--- src/rtl/regbank_pkg.sv ---
// Shared sizing and FIFO entry layout for the register bank write side.
package regbank_pkg;

  localparam int WIDTH    = 17;
  localparam int SELW     = 3;
  localparam int NUM_REGS = 2 ** SELW;
  localparam int DEPTH    = 2;

  typedef struct packed {
    logic [SELW-1:0]  sel;
    logic [WIDTH-1:0] data;
  } wr_entry_t;

  function automatic logic [NUM_REGS-1:0] sel_onehot(input logic [SELW-1:0] i_sel);
    logic [NUM_REGS-1:0] w_oh;
    w_oh        = '0;
    w_oh[i_sel] = 1'b1;
    return w_oh;
  endfunction

endpackage

--- src/rtl/write_fifo2.sv ---
// Two-entry synchronous FIFO holding pending register writes in acceptance order.
module write_fifo2
  import regbank_pkg::*;
(
  input  logic      i_clk,
  input  logic      i_rst,
  input  logic      i_push,
  input  wr_entry_t i_push_entry,
  input  logic      i_pop,
  output wr_entry_t o_head,
  output logic      o_full,
  output logic      o_empty
);

  wr_entry_t  r_mem [DEPTH];
  logic       r_head;
  logic       r_tail;
  logic [1:0] r_count;

  logic w_do_push;
  logic w_do_pop;

  // Full is judged on the registered count alone, so a same-cycle pop never frees a slot.
  assign o_full    = (r_count == 2'(DEPTH));
  assign o_empty   = (r_count == 2'd0);
  assign w_do_push = i_push & ~o_full;
  assign w_do_pop  = i_pop & ~o_empty;
  assign o_head    = r_mem[r_head];

  always_ff @(posedge i_clk) begin
    if (i_rst) begin
      r_head   <= 1'b0;
      r_tail   <= 1'b0;
      r_count  <= 2'd0;
      r_mem[0] <= '0;
      r_mem[1] <= '0;
    end else begin
      if (w_do_push) begin
        r_mem[r_tail] <= i_push_entry;
        r_tail        <= ~r_tail;
      end
      if (w_do_pop) begin
        r_head <= ~r_head;
      end
      case ({w_do_push, w_do_pop})
        2'b10:   r_count <= r_count + 2'd1;
        2'b01:   r_count <= r_count - 2'd1;
        default: r_count <= r_count;
      endcase
    end
  end

endmodule

--- src/rtl/reg_bank_writer.sv ---
// Write side of the 8 x 17-bit register bank: queued writes retire in order into the
// register array, with two combinational read ports showing committed contents only.
module reg_bank_writer
  import regbank_pkg::*;
(
  input  logic             Clock,
  input  logic             Reset,
  input  logic             WriteValid,
  output logic             WriteReady,
  input  logic [SELW-1:0]  WriteSelection,
  input  logic [WIDTH-1:0] WriteData,
  input  logic             Stall,
  input  logic [SELW-1:0]  ReadSel1,
  input  logic [SELW-1:0]  ReadSel2,
  output logic [WIDTH-1:0] ReadData1,
  output logic [WIDTH-1:0] ReadData2,
  output logic             Busy
);

  wr_entry_t           w_push_entry;
  wr_entry_t           w_head;
  logic                w_full;
  logic                w_empty;
  logic                w_retire;
  logic [NUM_REGS-1:0] w_wr_en;

  logic [WIDTH-1:0] r_regs [NUM_REGS];

  assign w_push_entry = '{sel: WriteSelection, data: WriteData};
  assign WriteReady   = ~w_full;
  assign Busy         = ~w_empty;
  assign w_retire     = ~w_empty & ~Stall;

  write_fifo2 u_fifo (
    .i_clk        (Clock),
    .i_rst        (Reset),
    .i_push       (WriteValid),
    .i_push_entry (w_push_entry),
    .i_pop        (w_retire),
    .o_head       (w_head),
    .o_full       (w_full),
    .o_empty      (w_empty)
  );

  // Register 0 reads as zero: its enable is forced off so retires to it just drain the queue.
  always_comb begin
    w_wr_en    = w_retire ? sel_onehot(w_head.sel) : '0;
    w_wr_en[0] = 1'b0;
  end

  always_ff @(posedge Clock) begin
    if (Reset) begin
      for (int i = 0; i < NUM_REGS; i++) begin
        r_regs[i] <= '0;
      end
    end else begin
      for (int i = 0; i < NUM_REGS; i++) begin
        if (w_wr_en[i]) begin
          r_regs[i] <= w_head.data;
        end
      end
    end
  end

  assign ReadData1 = r_regs[ReadSel1];
  assign ReadData2 = r_regs[ReadSel2];

endmodule

--- config.mk ---
export PLATFORM = sky130hd
export DESIGN_NAME = reg_bank_writer
export DESIGN_NICKNAME = d
export VERILOG_FILES = /design/src/rtl/regbank_pkg.sv /design/src/rtl/write_fifo2.sv /design/src/rtl/reg_bank_writer.sv
export SDC_FILE = /design/constraint.sdc
export NUM_CORES = 1
export LEC_CHECK = 0
export CAP_MARGIN = 5
export CORE_MARGIN = 4
export CORE_UTILIZATION = 45
export CTS_CLUSTER_DIAMETER = 30
export DETAILED_ROUTE_END_ITERATION = 6
export HOLD_SLACK_MARGIN = 0.02
export MAX_ROUTING_LAYER = met4
export PLACE_DENSITY = 0.72
export SLEW_MARGIN = 20
export SYNTH_ARGS = -nofsm -noshare
export SYNTH_HDL_FRONTEND = slang
export SYNTH_SLANG_ARGS = --single-unit
export TNS_END_PERCENT = 1
--- constraint.sdc ---
create_clock -name Clock -period 2.5 [get_ports Clock]
set_input_delay 0.5 -clock Clock [delete_from_list [all_inputs] [get_ports Clock]]
set_output_delay 0.5 -clock Clock [all_outputs]
set_load 0.05 [all_outputs]
==> impl_metrics.json <==
{
  "irDropWorstVdd_mv": 0.527,
  "synthCells": 643,
  "status": "completed",
  "overflow": 0,
  "cts_tree": "built",
  "dominantRegCellSynth": "edfxtp_1",
  "core_um2": 18200,
  "grt_pass1_vias": 5818,
  "rrSetupSlack_ns": 0.48,
  "hold_path.class": "reg2reg",
  "row_count": 49,
  "syn_to_final_growth_pct": 21.8,
  "start_util_pct": 46.2,
  "wl_um": 20600,
  "powerDensity_nw_per_um2": 803,
  "vias": 5481,
  "die_h_um": 145,
  "viasPerCell": 5.80,
  "crit_type": "in2out",
  "final_cell_mix": "edfxtp_1, nor2_1, mux2_2, mux2i_1, buf_4",
  "fin_skew_ns": 0.0114,
  "numCtsBuffers": 17,
  "antenna-diode-count": 0,
  "async_flop_share_pct": 0,
  "final_common_cell": "edfxtp_1",
  "post-cts-setup-buffers": 0,
  "drc": 0,
  "dpl.hpwl_um": 13500,
  "setup_viol": 0,
  "pre_cts_slack_ns": -0.255,
  "worst_hold_path.num_cells": 2,
  "finalMaxSlewViolations": 0,
  "cts_buffer_depth": 2,
  "synth_edf_count": 159,
  "yosysSeqAreaShare_pct": 57.9,
  "wire_per_inst_um": 21.8,
  "gp_congestion": 0.838,
  "antenna_found_initial": 0,
  "path_clk_slew_ns": 0.06,
  "grt_pass1_wl_um": 32000,
  "cts_htree_levels": 4,
  "post_synth.cell_area_avg_um2": 13.1,
  "leakagePower_nw": 3.87,
  "ys_ff_latch": 164,
  "synth_cell_types": 44,
  "worstPathRequired_ns": 2.00,
  "io_pins": 66,
  "crit_arrival_ns": 1.96,
  "tightest_slew_ns": 0.572,
  "critPathLaunchType": "input port",
  "rr_worst_depth": 4,
  "finalCriticalPeriod_ns": 2.46,
  "synth_nets": 674,
  "netlist_area_um2": 8420,
  "io_buffer_count": 65,
  "ys_warn_count": 0,
  "fin_crit_sh_pct": 98.4,
  "crit_fanout": 24,
  "setup_slack_ns": 0.0391,
  "grt_max_degree": 31,
  "maxCapViolCount": 0,
  "drive_gt1_share_pct": 30.6,
  "nNetsFinal": 735,
  "first_pass_iters": 5,
  "grt_usage_pct": 20.9,
  "die_w_um": 145,
  "antenna_left": 0,
  "max_freq_ghz": 0.406,
  "clock_latency_ns": 0.43,
  "final_core_util_pct": 56.3,
  "crit_path_end_kind": "output port",
  "power_mw": 8.23,
  "dieArea_um2": 21000,
  "rsz0062_at_grt": "true",
  "root_buffer": "clkbuf_16",
  "first_iter_violations": 541,
  "relSlewSlack_pct": 61.8,
  "cts_sinks": 164,
  "hold_violations": 0
}
worst max-delay path, stage by stage:
cell,delay (ns)
buf_2,0.11
buf_8,0.21
buf_6,0.28
mux2_2,0.36
o22ai_1,0.24
nor2_2,0.10
buf_12,0.16
sequential cells by signal, summed over array words and instances (netlist names), named ones only:
| signal | count |
|---|---|
| r_regs | 119 |
| u_fifo.r_mem | 40 |
| u_fifo.r_tail | 1 |
| u_fifo.r_head | 1 |
| u_fifo.r_count | 2 |
routing by layer:
layer,global-route usage (%),up-vias,part of all wire [%]
met5,-,-,0
met4,8.89,0,3.3
met3,4.80,50,5.5
met2,34.0,230,49
met1,25.2,2704,42
li1,-,2497,-
cell usage after synthesis, types with 2 or more instances:
master / instances / area share (%)
mux2_2: 69 / 9.2
or2_1: 4 / 0.30
o22ai_1: 17 / 1.3
a221oi_1: 49 / 5.1
a21oi_1: 3 / 0.18
clkbuf_2: 5 / 0.30
or2_0: 13 / 0.97
nand2b_1: 7 / 0.52
edfxtp_1: 159 / 57
clkbuf_1: 14 / 0.62
nand2_1: 4 / 0.18
xnor2_1: 2 / 0.21
and2_1: 41 / 3.0
dfxtp_1: 5 / 1.2
inv_1: 18 / 0.80
nor2_1: 104 / 4.6
nor2b_1: 2 / 0.15
o211ai_4: 5 / 1.3
mux2i_1: 51 / 6.1
buf_2: 24 / 1.4
nor3b_2: 3 / 0.45
buf_6: 15 / 2.0
or2_2: 2 / 0.15
a31o_2: 2 / 0.21
o21ai_0: 2 / 0.12
buf_8: 4 / 0.71
and3b_2: 2 / 0.24
cell families (layout without fill, tap and decap cells):
group           after synthesis  in the layout  share of synthesized area (%)
simple gates                190            190                           11.4
flops                       164            164                           57.9
mux                         121            121                           15.6
compound gates               82             82                           8.62
buf+inv                      82            155                           6.01
xor+xnor                      3              3                          0.312
fa+ha+maj                     1              1                          0.149
cell type report:
class / count / area [µm²]
Multi-Input combinational cell: 397 / 3170
Inverter: 18 / 67.6
Clock buffer: 18 / 429
Fill cell: 1436 / 7950
Timing Repair Buffer: 106 / 1240
Clock inverter: 13 / 185
Tap cell: 229 / 287
Sequential cell: 164 / 4870
where the power goes:
group,internal [mW],switching (mW)
sequential,3.38,0.184
combinational,0.804,1.17
clock,1.66,1.03
total,5.84,2.39
through the flow:
step	hold WS (ns)	std cells	cell area, µm²	setup TNS [ns]
2_1_floorplan	0.481	643	8420	-5.52
4_1_cts	0.522	945	10200	-0.147
3_5_place_dp	0.508	914	9480	-7.07
5_1_grt	0.548	945	10300	-0.0152
3_3_place_gp	0.498	914	9480	-12.35
6_report	0.515	945	10300	0
timing repair:
action,in CTS,in global routing
hold buffers,0,0
endpoints found under the setup margin,34,22
pin swaps,0,0
gates resized for setup,21,12
path summary, 6_finish.rpt:
| path | to | from |
|---|---|---|
| worst min register to register | flop | u_fifo.r_head |
| worst max register to register | r_regs[1][11] | flop |
| worst min-delay path | flop | u_fifo.r_head |
| worst max-delay path | ReadData2[3] | ReadSel2[1] |
No activity file was read; power rests on OpenSTA's default activity.
